===== config.mk =====
export PLATFORM = sky130hd
export DESIGN_NAME = phi_gate_gen_flat
export DESIGN_NICKNAME = d
export VERILOG_FILES = /design/src/rtl/phi_gate_gen_pkg.sv /design/src/rtl/phi_gate_gen_if.sv /design/src/rtl/phi_gate_gen_sync2.sv /design/src/rtl/phi_gate_gen.sv /design/src/flat_wrapper.sv
export SDC_FILE = /design/constraint.sdc
export NUM_CORES = 1
export LEC_CHECK = 0
export BUFFER_PORTS_ARGS = -buffer_cell sky130_fd_sc_hd__clkbuf_2
export CAP_MARGIN = 20
export CORE_MARGIN = 2
export CORE_UTILIZATION = 30
export DETAILED_ROUTE_END_ITERATION = 12
export PLACE_DENSITY = 0.41
export SLEW_MARGIN = 20
export SYNTH_ARGS = -nofsm -noshare
export SYNTH_HDL_FRONTEND = slang
export SYNTH_SLANG_ARGS = --single-unit

===== constraint.sdc =====
create_clock -name clock -period 4.2 [get_ports clock]
set_input_delay 0.21 -clock clock [delete_from_list [all_inputs] [get_ports clock]]
set_output_delay 0.21 -clock clock [all_outputs]
set_load 0.01 [all_outputs]

===== src/rtl/phi_gate_gen_pkg.sv =====
// Shared types, default timing constants and helpers for the phi0/phi2 gate generator.
package phi_gate_gen_pkg;

    typedef enum logic [1:0] {
        UNLOCKED = 2'd0,
        ACQUIRE  = 2'd1,
        LOCKED   = 2'd2
    } phi_state_e;

    localparam int LEN_W        = 8;
    localparam int DEF_GATE_ON  = 3;
    localparam int DEF_GATE_OFF = 2;
    localparam int DEF_TOL      = 1;
    localparam int DEF_TIMEOUT  = 200;

    function automatic logic [LEN_W-1:0] absdiff(input logic [LEN_W-1:0] a,
                                                 input logic [LEN_W-1:0] b);
        return (a > b) ? (a - b) : (b - a);
    endfunction

endpackage


===== src/rtl/phi_gate_gen_if.sv =====
// Pin-side bundle of the gate generator: TED inputs, 6502/latch outputs and status.
interface phi_gate_gen_if
    import phi_gate_gen_pkg::*;
#(
    parameter int CW = LEN_W
);
    logic          phi0_in;
    logic          aec_in;
    logic          phi2_out;
    logic          gate_out;
    logic          aec_out;
    logic          cycle_start;
    logic [CW-1:0] high_len;
    logic          locked;
    logic          timing_err;
    phi_state_e    state;

    modport master (
        input  phi0_in, aec_in,
        output phi2_out, gate_out, aec_out, cycle_start, high_len, locked, timing_err, state
    );

    modport slave (
        output phi0_in, aec_in,
        input  phi2_out, gate_out, aec_out, cycle_start, high_len, locked, timing_err, state
    );
endinterface


===== src/rtl/phi_gate_gen_sync2.sv =====
// Two-flop synchronizer with asynchronous active-low reset to 0.
module sync2 #(
    parameter int W = 1
) (
    input  logic         clock,
    input  logic         _reset,
    input  logic [W-1:0] d,
    output logic [W-1:0] q
);
    logic [W-1:0] meta;

    always_ff @(posedge clock or negedge _reset) begin
        if (!_reset) begin
            meta <= '0;
            q    <= '0;
        end else begin
            meta <= d;
            q    <= meta;
        end
    end
endmodule


===== src/rtl/phi_gate_gen.sv =====
// Samples TED phi0/AEC, measures the phi0 high phase, tracks lock and opens the
// R/W latch gate inside a window that closes a fixed margin before the predicted fall.
module phi_gate_gen
    import phi_gate_gen_pkg::*;
#(
    parameter int CW       = LEN_W,
    parameter int GATE_ON  = DEF_GATE_ON,
    parameter int GATE_OFF = DEF_GATE_OFF,
    parameter int TOL      = DEF_TOL,
    parameter int TIMEOUT  = DEF_TIMEOUT
) (
    input  logic           clock,
    input  logic           _reset,
    phi_gate_gen_if.master bus
);
    localparam logic [CW-1:0] TMO     = CW'(TIMEOUT);
    localparam logic [CW:0]   ON_PT   = (CW+1)'(GATE_ON - 1);
    localparam logic [CW:0]   MIN_LEN = (CW+1)'(GATE_ON + GATE_OFF + 1);

    logic          phi0_s, phi0_d;
    logic          rise, fall, edge_seen, timeout;
    logic [CW-1:0] hcnt, hcnt_nxt, new_len, idle_cnt, idle_nxt;
    logic [CW-1:0] high_len_q, ref_len, ref_nxt;
    logic [CW:0]   hcnt_inc, off_pt, hn_ext;
    logic          short_len, in_win, gate_nxt;
    logic          gate_q, cstart_q, locked_q, err_q;
    phi_state_e    state_q, state_nxt;

    sync2 #(.W(1)) u_sync_phi0 (.clock(clock), ._reset(_reset), .d(bus.phi0_in), .q(phi0_s));
    sync2 #(.W(1)) u_sync_aec  (.clock(clock), ._reset(_reset), .d(bus.aec_in),  .q(bus.aec_out));

    assign rise      = phi0_s & ~phi0_d;
    assign fall      = ~phi0_s & phi0_d;
    assign edge_seen = rise | fall;
    assign timeout   = ~edge_seen & (idle_cnt == TMO);

    // new_len doubles as the saturated hcnt increment and the length captured on a fall
    assign hcnt_inc = {1'b0, hcnt} + (CW+1)'(1);
    assign new_len  = hcnt_inc[CW] ? '1 : hcnt_inc[CW-1:0];

    always_comb begin
        hcnt_nxt = hcnt;
        idle_nxt = idle_cnt;
        if (rise)        hcnt_nxt = '0;
        else if (phi0_s) hcnt_nxt = new_len;
        if (edge_seen)           idle_nxt = CW'(1);
        else if (idle_cnt != TMO) idle_nxt = idle_cnt + CW'(1);
    end

    always_comb begin
        state_nxt = state_q;
        ref_nxt   = ref_len;
        if (timeout) begin
            state_nxt = UNLOCKED;
        end else if (fall) begin
            case (state_q)
                UNLOCKED: begin
                    state_nxt = ACQUIRE;
                    ref_nxt   = new_len;
                end
                ACQUIRE: begin
                    if (absdiff(LEN_W'(new_len), LEN_W'(ref_len)) <= LEN_W'(TOL)) state_nxt = LOCKED;
                    else                                                        ref_nxt   = new_len;
                end
                LOCKED: begin
                    if (absdiff(LEN_W'(new_len), LEN_W'(high_len_q)) > LEN_W'(TOL)) begin
                        state_nxt = ACQUIRE;
                        ref_nxt   = new_len;
                    end
                end
                default: state_nxt = UNLOCKED;
            endcase
        end
    end

    // Gate is registered from next-cycle hcnt, so it is high exactly while hcnt
    // sits in [GATE_ON-1, high_len-GATE_OFF-1]; any fall or lock loss clears it next clock.
    always_comb begin
        hn_ext    = {1'b0, hcnt_nxt};
        off_pt    = {1'b0, high_len_q} - (CW+1)'(GATE_OFF + 1);
        short_len = ({1'b0, high_len_q} < MIN_LEN);
        in_win    = (hn_ext >= ON_PT) && (hn_ext <= off_pt);
        gate_nxt  = (state_nxt == LOCKED) && phi0_s && !short_len && in_win;
    end

    always_ff @(posedge clock or negedge _reset) begin
        if (!_reset) begin
            phi0_d     <= 1'b0;
            hcnt       <= '0;
            idle_cnt   <= '0;
            high_len_q <= '0;
            ref_len    <= '0;
            state_q    <= UNLOCKED;
            locked_q   <= 1'b0;
            gate_q     <= 1'b0;
            cstart_q   <= 1'b0;
            err_q      <= 1'b0;
        end else begin
            phi0_d   <= phi0_s;
            hcnt     <= hcnt_nxt;
            idle_cnt <= idle_nxt;
            if (fall) high_len_q <= new_len;
            ref_len  <= ref_nxt;
            state_q  <= state_nxt;
            locked_q <= (state_nxt == LOCKED);
            gate_q   <= gate_nxt;
            cstart_q <= rise;
            err_q    <= err_q | (locked_q & short_len);
        end
    end

    assign bus.phi2_out    = phi0_s;
    assign bus.gate_out    = gate_q;
    assign bus.cycle_start = cstart_q;
    assign bus.high_len    = high_len_q;
    assign bus.locked      = locked_q;
    assign bus.timing_err  = err_q;
    assign bus.state       = state_q;
endmodule


===== src/flat_wrapper.sv =====
// flat-port wrapper written by rule: the top's interface ports become plain ports
module phi_gate_gen_flat import phi_gate_gen_pkg::*;
#(
    parameter int CW       = LEN_W,
    parameter int GATE_ON  = DEF_GATE_ON,
    parameter int GATE_OFF = DEF_GATE_OFF,
    parameter int TOL      = DEF_TOL,
    parameter int TIMEOUT  = DEF_TIMEOUT
)
  (clock, _reset, bus_phi0_in, bus_aec_in, bus_phi2_out, bus_gate_out, bus_aec_out, bus_cycle_start, bus_high_len, bus_locked, bus_timing_err, bus_state);
  phi_gate_gen_if #(.CW(CW)) bus_i ();
  input  logic clock;
  input  logic _reset;
  input wire logic [$bits(bus_i.phi0_in)-1:0] bus_phi0_in;
  input wire logic [$bits(bus_i.aec_in)-1:0] bus_aec_in;
  output wire logic [$bits(bus_i.phi2_out)-1:0] bus_phi2_out;
  output wire logic [$bits(bus_i.gate_out)-1:0] bus_gate_out;
  output wire logic [$bits(bus_i.aec_out)-1:0] bus_aec_out;
  output wire logic [$bits(bus_i.cycle_start)-1:0] bus_cycle_start;
  output wire logic [$bits(bus_i.high_len)-1:0] bus_high_len;
  output wire logic [$bits(bus_i.locked)-1:0] bus_locked;
  output wire logic [$bits(bus_i.timing_err)-1:0] bus_timing_err;
  output wire logic [$bits(bus_i.state)-1:0] bus_state;
  assign bus_i.phi0_in = bus_phi0_in;
  assign bus_i.aec_in = bus_aec_in;
  assign bus_phi2_out = bus_i.phi2_out;
  assign bus_gate_out = bus_i.gate_out;
  assign bus_aec_out = bus_i.aec_out;
  assign bus_cycle_start = bus_i.cycle_start;
  assign bus_high_len = bus_i.high_len;
  assign bus_locked = bus_i.locked;
  assign bus_timing_err = bus_i.timing_err;
  assign bus_state = bus_i.state;
  phi_gate_gen #(.CW(CW), .GATE_ON(GATE_ON), .GATE_OFF(GATE_OFF), .TOL(TOL), .TIMEOUT(TIMEOUT)) u_core (.clock(clock), ._reset(_reset), .bus(bus_i));
endmodule

# --- Yosys cells after proc, flatten, opt, wreduce, memory -nomap -nowiden ---
# Cells that the tools add are included.
word_totals:
  word_cells: 69
  regBits: 43
op_classes:
  n_mux: 15
  bitwise: 10
  addsub: 7
  eq_ne: 7
  n_reduce_logical: 9
  n_lt_le_gt_ge: 7
ops:
  columns: ["operator", "count"]
  rows:
  - ["$mux 8", 9]
  - ["$sub 8x8->8", 4]
  - ["$pmux 8 s3", 1]
  - ["$gt 8x8->1", 2]
  - ["$add 8x1->9 const B", 1]
  - ["$le 8x9->1", 1]
  - ["$sub 8x2->9 const B", 1]
  - ["$add 8x1->8 const B", 1]
  - ["$eq 8x8->1 const B", 1]
  - ["$ge 8x2->1 const B", 1]
  - ["$gt 8x1->1 const B", 1]
  - ["$le 8x1->1 const B", 1]
  - ["$lt 8x3->1 const B", 1]
  - ["$mux 2", 4]
  - ["$ne 8x8->1 const B", 1]
  - ["$pmux 2 s3", 1]
  - ["$reduce_and 5->1", 1]
  - ["$and 1x1->1", 4]
  - ["$eq 2x2->1 const B", 2]
  - ["$logic_and 1x1->1", 4]
  - ["$not 1->1", 4]
  - ["$reduce_bool 3->1", 1]
  - ["$eq 2x1->1 const B", 1]
  - ["$logic_not 2->1", 1]
  - ["other kinds (5)", 6]

# --- Longest topological paths before layout ---
# Gate-level depths: netlist of run 1.
depth:
  depth_word: 13
  depth_mapped: 14

# --- Hierarchy ---
# A second synthesis of run 1 with hierarchy kept.
hier_totals:
  hier_cells: 419
  area_unflattened_um2: 3631.0
by_module_without_submodules:
  columns: ["module", "cells_per_inst", "area_each_um2", "n_inst"]
  rows:
  - ["phi_gate_gen", 415, 3530.9, 1]
  - ["sync2", 2, 50.0, 2]

# --- Least setup slack after synthesis of run 1 ---
# OpenSTA, ideal clock, no wires.
synth_timing:
  kind: "reg-to-reg"
  start: "register u_core.hcnt[0]"
  end: "register u_core.ref_len[7]"
  stages_incl_launch_ff: 15
  slack_ns: 0.299
  t_required_ns: 4.075
  arrival_time_ns: 3.776
  cell_sequence: "dfrtp_1 > ha_1 > nand4_1 > nand2_1 > inv_1 > ha_1 > fa_1 > nand2b_1 > or4_1 > a2bb2oi_1 > nand4_1 > or4b_4 > a31oi_4 > nor4_4 > mux2_4"
synth_via:
  elab_chain_len: 7
  elab_cells_between_ends: 18
  classes_between: "add/sub: 5; order compare: 4; eq/ne: 2; mux: 6; reduce/logical: 1"
synth_lines:
  columns: ["element", "line_no", "rtl"]
  rows:
  - ["from (decl)", "phi_gate_gen.sv:22", "logic [CW-1:0] hcnt, hcnt_nxt, new_len, idle_cnt, idle_nxt;"]
  - ["from (signal assigned)", "phi_gate_gen.sv:100", "hcnt <= hcnt_nxt;"]
  - ["$add 8x1->9 *", "phi_gate_gen.sv:38", "assign hcnt_inc = {1'b0, hcnt} + (CW+1)'(1);"]
  - ["$mux 8 *", "phi_gate_gen.sv:39", "assign new_len = hcnt_inc[CW] ? '1 : hcnt_inc[CW-1:0];"]
  - ["named net u_core.new_len[0]", "phi_gate_gen.sv:22", null]
  - ["$sub 8x8->8 / $gt 8x8->1 (equally long branches)", "phi_gate_gen_pkg.sv:18", "return (a > b) ? (a - b) : (b - a);"]
  - ["$mux 8", "phi_gate_gen_pkg.sv:18", null]
  - ["$gt 8x1->1 / $le 8x1->1 (equally long branches)", "phi_gate_gen.sv:66, phi_gate_gen.sv:62", null]
  - ["$ne 2x1->1 (no line) / $ne 2x2->1 (equally long branches)", null, null]
  - ["$reduce_and 5->1 (no line) *", null, null]
  - ["to (signal assigned)", "phi_gate_gen.sv:103", "ref_len <= ref_nxt;"]
  - ["to (decl)", "phi_gate_gen.sv:23", "logic [CW-1:0] high_len_q, ref_len, ref_nxt;"]
# Mark *: on every way through the listed nets, which the timed path passes. The rest lies on a longest branch. The select of a mux whose other input is x is not followed.
# A chain may end at the register's enable or synchronous reset.

# --- Final worst setup path of run 1 ---
layout_timing:
  start: "register u_core.hcnt[2]"
  end: "register u_core.ref_len[7]"
# The elaborated chain is that of the path after synthesis.

==> results of run 1 <==
==> stage by stage <==
step                      total power (uW)  hold slack (ns)  util [%]
after floorplan                       1360          -0.0856         -
after global placement                1670            0.319      33.7
after detailed placement              1670            0.320      33.7
after CTS                             2060           0.0256      34.9
after global routing                  2230           0.0211      34.9
final                                 2040           0.0166      34.9
==> critical path, cell delays in order (launching register included) <==
cell and delay [ns]:
sky130_fd_sc_hd__dfrtp_1 0.43, sky130_fd_sc_hd__and4_1 0.29, sky130_fd_sc_hd__nand4_1 0.18, sky130_fd_sc_hd__nand2_2 0.15, sky130_fd_sc_hd__inv_1 0.08, sky130_fd_sc_hd__ha_1 0.23, sky130_fd_sc_hd__fa_1 0.39, sky130_fd_sc_hd__nand2b_1 0.15
sky130_fd_sc_hd__or4_1 0.46, sky130_fd_sc_hd__a2bb2oi_1 0.18, sky130_fd_sc_hd__nand4_1 0.11, sky130_fd_sc_hd__or4b_4 0.53, sky130_fd_sc_hd__a31oi_4 0.24, sky130_fd_sc_hd__nor4_4 0.11, sky130_fd_sc_hd__mux2_4 0.31
==> how the worst min path moves through the flow <==
| stage | end | slack, ns | depth (start not counted) |
|---|---|---|---|
| after floorplan | u_core.bus.cycle_start$_DFF_PN0_ | -0.09 | 0 |
| after global placement | u_core.u_sync_aec.meta$_DFF_PN0_ | 0.32 | 1 |
| after detailed placement | u_core.u_sync_aec.meta$_DFF_PN0_ | 0.32 | 1 |
| after CTS | u_core.u_sync_aec.meta$_DFF_PN0_ | 0.03 | 1 |
| after global routing | u_core.u_sync_aec.meta$_DFF_PN0_ | 0.02 | 1 |
| final | u_core.idle_cnt[7]$_DFFE_PN0N_ | 0.02 | 2 |
==> cells in the mapped netlist, drive strengths merged (11+ instances only) <==
library cell | n | share of area (%)
a211oi | 11 | 2.3
a21oi | 24 | 3.3
dfrtp | 43 | 30
ha | 44 | 15
inv | 35 | 3.6
mux2i | 13 | 3.6
nand2 | 22 | 2.3
nand3 | 17 | 2.3
nor2 | 37 | 3.8
o21ai | 21 | 2.9
xnor2 | 18 | 4.3
==> power by group through the flow <==
stage	sequential [uW]	clock, uW	combinational, uW
2_1_floorplan	535	0	825
3_5_place_dp	530	0	1140
5_1_grt	533	413	1280
4_1_cts	523	398	1140
6_report	522	381	1140
3_3_place_gp	529	0	1140
==> per-layer routing <==
layer	wire (um)	GRT usage [%]	up-vias
li1	-	-	1505
met3	246	2.06	6
met5	0	0	-
met1	4760	21.7	1467
met2	4610	26.5	35
met4	101	3.82	0
==> final cells by class <==
class                      instances  share of cell area, %
sequential                        43                   25.9
clock buffer                       6                   3.10
timing repair buffer              39                   5.90
tap                              147                   4.43
clock inverter                     2                  0.301
inverter                          35                   3.16
multi-input combinational        316                   57.2
==> cell families (layout without fill, tap and decap cells) <==
family / after synthesis / after routing / synth area share, %
AOI/OAI and AO/OA: 91 / 91 / 17.5
xor gates and xnor gates: 27 / 27 / 6.49
adders and majority gates: 48 / 48 / 17.3
buffers and inverters: 48 / 82 / 5.32
DFF: 43 / 43 / 29.5
muxes: 15 / 15 / 4.29
and+or+nand+nor: 135 / 135 / 19.6
==> flip-flops by register name, summed over array words and instances (netlist names) <==
name / flops
u_core.bus.state: 2
u_core.bus.high_len: 8
u_core.hcnt: 8
u_core.u_sync_phi0.meta: 1
u_core.bus.locked: 1
u_core.ref_len: 8
u_core.bus.cycle_start: 1
u_core.u_sync_aec.q: 1
u_core.u_sync_phi0.q: 1
u_core.bus.timing_err: 1
u_core.bus.gate_out: 1
u_core.phi0_d: 1
u_core.u_sync_aec.meta: 1
u_core.idle_cnt: 8
==> summary by stage, run 1 <==
Clock network
The number of setup buffers added after CTS is 0. CTS built an H-tree with a depth of 2. Gates resized during post-CTS repair numbered 0. The clock passes through at most 2 buffers. The clock tree from TritonCTS is yes. Clock-pin slew was measured on the worst setup and hold paths at 0.06 ns.

For this design, the sink count on the clock tree is 43. TritonCTS created 5 clock buffers. The clock reaches the later pin of the worst-skew pair after 0.28 ns. The quantity of hold-fixing buffers added after cts is 0.

The root buffer cell is sky130_fd_sc_hd__clkbuf_16.

Global routing
The initial antenna violation count is 0. Entering global routing, the biggest net connects 44 pins. The wire length of the first global-routing pass is 16000 um. The remaining global-route overflow is 0.

The number of global-route vias before repair came to 3003. For this run, the total global-route usage over all layers was measured as 15.8%.

Critical path
The worst endpoint data arrival time is 4.15 ns. The length in cells of the worst reg-to-reg path is 14. The critical path startpoint category is a flop. The endpoint of the most critical register-to-register path is u_core.ref_len[7]$_DFFE_PN0P_. The sort of element at the end of the critical path is a flop. The register-to-register setup slack is 0.21 ns. The capture point of the critical path is u_core.ref_len[7]$_DFFE_PN0P_. The worst endpoint required time is 4.37 ns. The maximum net fanout on the critical path is 8. The critical path in this run is classified as flop to flop. The launch point of the critical path is u_core.hcnt[2]$_DFF_PN0_. The startpoint identified for the worst register-to-register timing path is u_core.hcnt[2]$_DFF_PN0_.

Die
The floorplan step defined a core boundary enclosing 11900 sq um. The die extent in x is 114 um. The number of ports placed on the die boundary is 20.

After floorplanning, the core was divided into 40 placement rows. The floorplan die area is 13000 sq um. From bottom edge to top edge, the die measures 114 um. Once the floorplan was initialized, standard cells occupied 30.6% of the core.

Min path
The min-delay analysis places its worst path in the category input pin to asynchronous set/reset pin.

STA
The share of the cycle needed by the critical path after routing is 94.9%. The transition time of the tightest slew-check pin is 0.796 ns. Setup violations remaining at the end of the flow were counted as 0. The final worst clock skew is 0.00420 ns. In this run the tightest slew margin relative to its limit is 47.0%.

After routing, the total negative slack on setup checks comes to 0 ns. The smallest setup slack after layout is 0.214 ns. The count of final hold-check violations is 0.

The shortest period the worst path allows is 3.99 ns. Setup repair after global routing left no endpoint under its margin. The fmax is 0.251 GHz. The count of final max-slew check failures is 0.

Drt
Dividing the detail-routed wire length by the instance count gives 16.5 um. The first detailed-routing pass took 4 iterations. The detailed router finished its first iteration with 154 violations. Once detail routing completed, the nets flagged for antenna violations numbered 0. The number of DRC violations after detailed routing is 0. For this block, the via count after detailed routing is 3013. After detailed routing, the total wire length is 9720 um. Dividing the detail-routed via count by the number of cells gives 5.12.

Synthesis
The top flip-flop cell by instance count after synthesis is sky130_fd_sc_hd__dfrtp_1. The synthesized netlist contains 58 unique library cells. During synthesis, Yosys emitted a total of 0 warnings. The number of nets in the synthesized netlist is 459. After synthesis, the mean cell area works out to 8.95 sq um.

In this run, synthesis inferred 0 flip-flops with an integrated enable. The number of cells produced by synthesis is 407. The share of synthesized area occupied by flip-flops and latches is 29.5%. The number of flip-flops and latches in the synthesized netlist is 43.

The mapped cell area is 3640 sq um. The share of synthesized flip-flops with an asynchronous set or reset is 100%.

Finish
The total area of multi-input combinational cells is 2380 sq um. The final instance count without filler cells is 588. The most common library cell in the layout ignoring fill and taps is sky130_fd_sc_hd__ha_1. The number of nets in the layout is 492. In the layout the commonest cells are sky130_fd_sc_hd__ha_1, sky130_fd_sc_hd__dfrtp_1, sky130_fd_sc_hd__nor2_1, sky130_fd_sc_hd__inv_1, sky130_fd_sc_hd__a21oi_1.

The antenna cell count is 0. The register cell area after layout is 1080 sq um. The finished cells cover 4160 sq um. The fraction of final layout cells with drive strength greater than 1 is 13.4%. From synthesis to final layout, the design area changed by 14.1%. The filler cells instantiated in the layout total 1283.

Power
The analysis attributes to cell leakage a power of 0.00191 uW. For this design the total switching power over the nets is 866 uW. The share of total power in sequential cells is 25.6%. The areal power density over the cells is 491 nW/um^2. In this run, the clock network consumes 18.7% of the power. The switching share of power is 42.4%. Combinational logic burns 55.7% of the power. IR analysis of the VDD net gives a maximum drop of 0.187 mV. Cell internal power was estimated by the tool at 1170 uW.

Run
Across the run, the number of max-cap violations was 0.

Placed design
Detailed placement finished with a half-perimeter wire length of 7760 um. The final RePlAce weighted congestion is 0.796. In this run, placement finished with an instance count of 580. Before CTS, the worst setup slack after placement is 0.163 ns.

The total cell area at the placement stage is 4010 sq um. Input and output buffers added on the ports amount to 19.

Outcome
The run finished with clean final reports.
No activity file was read; power rests on OpenSTA's default activity.
==> inputs of run 2 (changes only) <==
--- a/config.mk
+++ b/config.mk
@@ -5,12 +5,14 @@
 export SDC_FILE = /design/constraint.sdc
 export NUM_CORES = 1
 export LEC_CHECK = 0
-export BUFFER_PORTS_ARGS = -buffer_cell sky130_fd_sc_hd__clkbuf_2
+export BUFFER_PORTS_ARGS = -buffer_cell sky130_fd_sc_hd__buf_2
 export CAP_MARGIN = 20
+export CELL_PAD_IN_SITES_DETAIL_PLACEMENT = 0
+export CELL_PAD_IN_SITES_GLOBAL_PLACEMENT = 2
 export CORE_MARGIN = 2
 export CORE_UTILIZATION = 30
 export DETAILED_ROUTE_END_ITERATION = 12
-export PLACE_DENSITY = 0.41
+export PLACE_DENSITY = 0.61
 export SLEW_MARGIN = 20
 export SYNTH_ARGS = -nofsm -noshare
 export SYNTH_HDL_FRONTEND = slang
==> run 2 against run 1 <==
Flip-flop and latch count is the same. Final cell count shrank 0.51%. Power up 6.3%. Register-to-register slack barely moved. Final area rose by 1.1%.
==> summary by stage, run 2 (same netlist as run 1, synthesis figures left out) <==
Outcome
The run finished with clean final reports.

STA
The count of final setup violators is 0 (unchanged). The worst slew margin relative to its limit was 45.1% (-1.8 points). The fmax came to 0.251 GHz (-0.13%).

The count of final hold-check violations is 0 (unchanged). The shortest period the worst path allows is 3.99 ns (+0.00505 ns). The transition time of the tightest slew-check pin came to 0.815 ns (+0.0198 ns). The final worst clock skew was 0.00681 ns (+0.00261 ns).

The share of the cycle needed by the critical path after routing came to 95.0% (+0.12 points). Setup repair after global routing left no endpoint under its margin. The smallest setup slack after layout is 0.209 ns (-0.00505 ns). The post-route worst hold slack came to 0.0205 ns (+0.00385 ns). The count of final max-slew check failures is 0 (unchanged). The total negative slack for setup checks is 0 ns (unchanged).

Global routing
The remaining global-route overflow is 0 (unchanged). The maximum number of pins on one net before global-route repair is 44 (unchanged). The initial antenna violation count is 0 (unchanged). The wire length of the first global-routing pass came to 16200 um (+1.4%). The number of global-route vias before repair came to 2920 (-2.8%). The global routing usage summed across all routing layers came to 16.2% (+0.41 points).

Die
The floorplan die area came to 13000 sq um (unchanged). The number of ports placed on the die boundary came to 20 (unchanged). The vertical die dimension is 114 um (unchanged). The initial cell density of the core is 30.6% (unchanged). The site row count is 40 (unchanged). The core outline area is 11900 sq um (unchanged).

The die extent in x is 114 um (unchanged).

Finish
The filler cell count is 1251 (-2.5%). The total area of multi-input combinational cells is 2390 sq um (+0.47%). The register cell area after layout is 1080 sq um (+0.23%). The number of nets in the layout is 489 (-0.61%). Leaving out fill and tap cells, the most frequent cells in the layout are sky130_fd_sc_hd__ha_1, sky130_fd_sc_hd__dfrtp_1, sky130_fd_sc_hd__nor2_1, sky130_fd_sc_hd__inv_1, sky130_fd_sc_hd__a21oi_1.

The antenna cell count is 0 (unchanged). The most common library cell in the layout ignoring fill and taps is sky130_fd_sc_hd__ha_1. The fraction of final layout cells with drive strength greater than 1 is 13.2% (-0.14 points).

Compared with the post-synthesis result, the final layout area differs by 15.3%.

Power
The maximum resistive drop on vdd was 0.163 mV (-13%). The areal power density over the cells is 516 nW/um^2 (+5.2%). The leakage component of the power is 0.00192 uW (+0.42%).

Placed design
The minimum setup slack after placement is 0.168 ns (+0.00469 ns). The count of buffers inserted at the top-level ports is 19 (unchanged). The post-detailed-placement half-perimeter wirelength came to 7890 um (+1.6%).

The final RePlAce weighted congestion was 0.826 (+3.7%).

Clock network
The number of levels in the clock H-tree is 2 (unchanged). The number of buffers added by the clock tree synthesis step is 5 (unchanged). TritonCTS built the clock tree. The clock transition at the registers of the reported paths is 0.07 ns (about the same). The clock latency on the worst-skew pair is 0.29 ns (about the same). Clock tree synthesis selected as its root buffer the cell sky130_fd_sc_hd__clkbuf_16. The number of clock sinks is 43 (unchanged). The number of buffers between clock root and the deepest sink is 2 (unchanged).

Min path
Counting instances, the worst hold path has a depth of 1. The path class of the tightest hold or removal check is input pin to flop.

Critical path
The worst endpoint required time is 4.37 ns (about the same). The worst endpoint data arrival time is 4.16 ns (about the same). The sort of element at the end of the critical path is a flop. The maximum net fanout on the critical path is 6 (-2).

The length in cells of the worst reg-to-reg path is 15 (+1). The critical path startpoint category is a flop. The type of the worst setup path is flop to flop.

Drt
The residual antenna-violating net count after detailed routing was 0 (unchanged). The number of vias after detailed routing is 2962 (-1.7%). The total wirelength of the detailed-routed design is 10200 um (+4.6%). The number of DRC violations after detailed routing came to 0 (unchanged).

The routed length per placed instance came to 17.4 um (+5.1%). The routed via count divided by cell count was 5.06 (-1.2%). The first-iteration detailed-routing DRC count is 166 (+7.8%). The number of iterations in the first detailed-routing pass is 4 (unchanged).

Run
The max capacitance violation total is 0 (unchanged).
==> run 2: cell count changes in the layout (fill, tap and decap cells not counted), sizes merged <==
cell / change
buf: +15
bufinv: +2
clkbuf: -19
clkinv: -1
clkinvlp: -1
dlygate4sd3: +1
==> run 2: worst paths after layout <==
path	startpoint	end	slack (ns)
max	u_core.hcnt[3]$_DFF_PN0_	u_core.ref_len[7]$_DFFE_PN0P_	0.21
max reg2reg	u_core.hcnt[3]$_DFF_PN0_	u_core.ref_len[7]$_DFFE_PN0P_	0.21
min reg2reg	u_core.u_sync_aec.meta$_DFF_PN0_	u_core.u_sync_aec.q$_DFF_PN0_	0.35
min in group asynchronous	_reset	u_core.idle_cnt[0]$_DFFE_PN0N_	0.47
max in group asynchronous	_reset	u_core.hcnt[3]$_DFF_PN0_	3.29
min	bus_aec_in	u_core.u_sync_aec.meta$_DFF_PN0_	0.02
==> run 2: repair_timing <==
item / 4_1_cts / 5_1_grt
hold buffers: 0 / 1
setup endpoints to repair: 0 / 1
resized for setup: 0 / 6
setup buffers: 0 / 3
hold endpoints to repair: 0 / 43
==> run 2: layout make-up <==
type | count | area share (%)
clock buffers | 6 | 3.07
clock inverters | 2 | 1.43
flip-flops and latches | 43 | 25.7
multi-input cells | 316 | 56.9
inverters | 35 | 3.13
well taps | 147 | 4.38
repair buffers | 36 | 5.42
==> run 2: worst max-delay path, cell delays in order (launching register included) <==
cell and delay, ns:
sky130_fd_sc_hd__dfrtp_2 0.41, sky130_fd_sc_hd__and4_1 0.27, sky130_fd_sc_hd__nand4_1 0.14, sky130_fd_sc_hd__nand2_1 0.13
sky130_fd_sc_hd__inv_1 0.09, sky130_fd_sc_hd__ha_1 0.24, sky130_fd_sc_hd__fa_2 0.39, sky130_fd_sc_hd__nand2b_1 0.15
sky130_fd_sc_hd__or4_1 0.46, sky130_fd_sc_hd__a2bb2oi_1 0.18, sky130_fd_sc_hd__nand4_1 0.11, sky130_fd_sc_hd__or4b_4 0.53
sky130_fd_sc_hd__a31oi_4 0.24, sky130_fd_sc_hd__nor4_4 0.07, sky130_fd_sc_hd__buf_4 0.16, sky130_fd_sc_hd__mux2_4 0.29
==> run 2: where the power goes <==
| group | total [uW] | switching [uW] | internal [uW] | leakage [uW] |
|---|---|---|---|---|
| Sequential | 538 | 69.2 | 469 | 0.000540 |
| Clock | 510 | 169 | 341 | 0.0000911 |
| Combinational | 1120 | 641 | 479 | 0.00129 |
==> run 2: stage by stage <==
stage | power (uW) | utilization, % | instances | instance area (sq um)
finish | 2170 | 35.3 | 585 | 4200
global route | 2350 | 35.3 | 585 | 4200
CTS | 2180 | 34.8 | 581 | 4150
detailed placement | 1660 | 33.2 | 573 | 3960
global placement | 1680 | 33.2 | 573 | 3960
floorplan | 1360 | - | 407 | 3640
==> run 2: per-layer routing <==
layer  vias to the layer above  part of all wire [%]  GRT usage [%]
li1                       1500                     -              -
met1                      1425                    48           22.3
met2                        29                    48           26.9
met3                         8                   2.8           2.54
met4                         0                  0.91           3.66
met5                         -                     0              0
==> inputs of run 3 (changes only) <==
--- a/config.mk
+++ b/config.mk
@@ -12,6 +12,7 @@
 export CORE_MARGIN = 2
 export CORE_UTILIZATION = 30
 export DETAILED_ROUTE_END_ITERATION = 12
+export GPL_TIMING_DRIVEN = 0
 export PLACE_DENSITY = 0.61
 export SLEW_MARGIN = 20
 export SYNTH_ARGS = -nofsm -noshare
==> run 3 against run 2 <==
First-iteration DRC count shrank 40%. Hold slack gained 0.00088 ns. Global-route usage shrank 0.073 points. Maximum frequency shrank 1.5%. Sequential share of layout area shrank 0.33 points. Clock power shrank 22%. Flip-flop and latch count is the same. Clock-buffer cell count is the same. Combinational power is essentially flat. Final cell count grew 2.2%. Final area grew 1.3%. Highest routed layer unchanged.
==> summary by stage, run 3 (same netlist as run 1, synthesis figures left out) <==
Die
The core outline area is 11900 sq um (unchanged). The site row count is 40 (unchanged). The number of ports placed on the die boundary is 20 (unchanged).

The initial cell density of the core came to 30.6% (unchanged). The floorplan die area is 13000 sq um (unchanged). The vertical die dimension is 114 um (unchanged). The die extent in x is 114 um (unchanged).

Placed design
The final RePlAce weighted congestion is 0.775 (-6.2%). The count of buffers inserted at the top-level ports is 19 (unchanged). The total cell area at the placement stage is 3920 sq um (-0.89%). The post-detailed-placement half-perimeter wirelength came to 7810 um (-0.92%).

STA
The count of final setup violators is 0 (unchanged). The total negative slack for setup checks is 0 ns (unchanged). The final worst clock skew was 0.0110 ns (+0.00419 ns). The worst slew margin relative to its limit came to 44.4% (-0.75 points). The transition time of the tightest slew-check pin is 0.811 ns (-0.00444 ns). The fmax was 0.247 GHz (-1.5%).

The shortest period the worst path allows is 4.05 ns (+0.0603 ns). The count of final max-slew check failures is 0 (unchanged). The share of the cycle needed by the critical path after routing is 96.5% (+1.4 points).

The post-route worst hold slack is 0.0214 ns (+0.000882 ns). The count of final hold-check violations is 0 (unchanged).

Critical path
STA classifies the critical path startpoint as a flop. The maximum net fanout on the critical path is 6 (unchanged). The sort of element at the end of the critical path is a flop.

By startpoint and endpoint, the worst setup path is classified as flop to flop. The number of buffers and inverters on the critical path is 2 (unchanged). Among all stages on the critical path, the largest delay is contributed by sky130_fd_sc_hd__or4b_4. The largest stage delay on the critical path is 0.58 ns (+0.05 ns). The critical path's top delay family is simple AND/OR/NAND/NOR gates. The register-to-register setup slack is 0.15 ns (-0.06 ns). Walking the worst path, the cells encountered are ha_4 -> nand4_1 -> nand2_2 -> inv_1 -> ha_4 -> fa_2 -> nand2b_1 -> or4_1 -> a2bb2oi_2 -> nand4_1 -> or4b_4 -> a31oi_4 -> nor4_4 -> buf_4 -> mux2_4. The worst endpoint data arrival time was 4.24 ns (+0.08 ns). The worst endpoint required time is 4.39 ns (+0.02 ns).

Drt
The number of DRC violations after detailed routing is 0 (unchanged). The routed length per placed instance is 17.0 um (-2.1%). The number of iterations in the first detailed-routing pass was 4 (unchanged).

The residual antenna-violating net count after detailed routing is 0 (unchanged). The number of vias after detailed routing is 3054 (+3.1%). The first-iteration detailed-routing DRC count is 99 (-40%).

The total wirelength of the detailed-routed design is 10200 um (about the same). The routed via count divided by cell count is 5.11 (+0.86%).

Power
The share of total power in sequential cells was 26.0% (+1.2 points). The maximum resistive drop on vdd was 0.143 mV (-12%). The leakage component of the power is 0.00193 uW (+0.26%).

The total power draw is 2080 uW (-4.2%). The net switching power figure is 894 uW (+1.7%). The cell internal power dissipation was 1180 uW (-8.2%). The proportion of power drawn by combinational gates is 54.9% (+3.2 points).

The areal power density over the cells is 488 nW/um^2 (-5.4%). The switching share of power was 43.0% (+2.5 points). The power share of the clock group was 19.1% (-4.4 points).

Clock network
The clock latency on the worst-skew pair is 0.30 ns (about the same). The number of buffers between clock root and the deepest sink is 2 (unchanged). The tree is rooted in a sky130_fd_sc_hd__clkbuf_16. The number of clock sinks is 43 (unchanged). The clock transition at the registers of the reported paths was 0.07 ns (about the same).

The clock tree from TritonCTS is yes. The number of levels in the clock H-tree is 2 (unchanged). The number of buffers added by the clock tree synthesis step is 5 (unchanged).

Global routing
The remaining global-route overflow is 0 (unchanged). The maximum number of pins on one net before global-route repair is 44 (unchanged). The number of global-route vias before repair was 3012 (+3.2%). The wire length of the first global-routing pass came to 16100 um (-1.0%).

The initial antenna violation count is 0 (unchanged). The global routing usage summed across all routing layers was 16.2% (-0.073 points).

Finish
The final non-filler cell area was 4260 sq um (+1.3%). The antenna cell count is 0 (unchanged). Relative to the synthesized area, the layout overhead comes to 16.8%. The most common library cell in the layout ignoring fill and taps is sky130_fd_sc_hd__ha_1. The fraction of final layout cells with drive strength greater than 1 is 16.2% (+2.9 points). The core utilization of the finished layout came to 35.7% (+0.46 points). The number of nets in the layout is 502 (+2.7%). The library cells used most frequently in the layout, excluding fill and tap cells, are sky130_fd_sc_hd__ha_1, sky130_fd_sc_hd__dfrtp_1, sky130_fd_sc_hd__nor2_1, sky130_fd_sc_hd__inv_1, sky130_fd_sc_hd__a21oi_1.

Run
The max capacitance violation total was 0 (unchanged).

Min path
The min-delay analysis places its worst path in the category input pin to flop.

Outcome
The flow ran to the end, and the final reports show no timing, DRC or antenna violations.
-- run 3: cell types whose count changed in the layout (fill, tap and decap cells not counted), moves of 2 or more --
cell / previous run / this run
sky130_fd_sc_hd__bufinv_16: 2 / 0
sky130_fd_sc_hd__inv_1: 35 / 33
sky130_fd_sc_hd__clkbuf_1: 1 / 8
sky130_fd_sc_hd__clkinvlp_4: 0 / 2
sky130_fd_sc_hd__buf_2: 18 / 23
-- run 3: path summary, 6_finish.rpt --
| path | start | end | depth (start not counted) |
|---|---|---|---|
| min | bus_aec_in | u_core.u_sync_aec.meta$_DFF_PN0_ | 1 |
| min in group asynchronous | _reset | u_core.ref_len[1]$_DFFE_PN0P_ | 2 |
| min reg2reg | u_core.u_sync_phi0.meta$_DFF_PN0_ | u_core.u_sync_phi0.q$_DFF_PN0_ | 0 |
| max reg2reg | u_core.hcnt[1]$_DFF_PN0_ | u_core.ref_len[7]$_DFFE_PN0P_ | 15 |
| max | u_core.hcnt[1]$_DFF_PN0_ | u_core.ref_len[7]$_DFFE_PN0P_ | 15 |
| max in group asynchronous | _reset | u_core.hcnt[3]$_DFF_PN0_ | 2 |
-- run 3: area by class of cell --
type	instances	area, sq um
timing repair buffer	36	228
sequential	43	1080
clock buffer	6	129
multi-input combinational	316	2420
inverter	35	135
tap	147	184
clock inverter	2	12.5
fill	1267	7660
buffer	13	62.6
-- run 3: timing repair --
item	CTS	global route
setup endpoints to repair	12	9
endpoints found under the hold margin	0	43
pin swaps	3	6
setup buffers	8	8
gates resized for setup	9	7
hold buffers	0	1
-- run 3: per-layer routing --
metal	vias up	global-route usage (%)	routed length, um
met5	-	0	0
met4	0	4.47	164
met3	10	2.91	186
met2	22	27.5	4970
met1	1492	21.1	4860
li1	1530	-	-
-- run 3: worst reg2reg max path: stages, from the launching register on --
cell                        delay, ns
sky130_fd_sc_hd__dfrtp_2         0.44
sky130_fd_sc_hd__ha_4            0.19
sky130_fd_sc_hd__nand4_1         0.24
sky130_fd_sc_hd__nand2_2         0.19
sky130_fd_sc_hd__inv_1           0.11
sky130_fd_sc_hd__ha_4            0.19
sky130_fd_sc_hd__fa_2            0.36
sky130_fd_sc_hd__nand2b_1        0.15
sky130_fd_sc_hd__or4_1           0.49
sky130_fd_sc_hd__a2bb2oi_2       0.16
sky130_fd_sc_hd__nand4_1         0.10
sky130_fd_sc_hd__or4b_4          0.58
sky130_fd_sc_hd__a31oi_4         0.22
sky130_fd_sc_hd__nor4_4          0.07
sky130_fd_sc_hd__buf_4           0.15
sky130_fd_sc_hd__mux2_4          0.28
-- run 3: power groups by stage --
stage	Sequential, uW	Combinational (uW)	Clock (uW)
6_report	540	1140	398
2_1_floorplan	535	825	0
5_1_grt	550	1270	428
4_1_cts	542	1120	415
3_3_place_gp	549	1090	0
3_5_place_dp	550	1090	0
-- run 3: per-stage QoR --
stage / cells / worst slack [ns]
floorplan: 407 / 0.299
global route: 598 / -0.0117
global placement: 573 / -0.428
finish: 598 / 0.149
detailed placement: 573 / -0.450
CTS: 589 / 0.0135
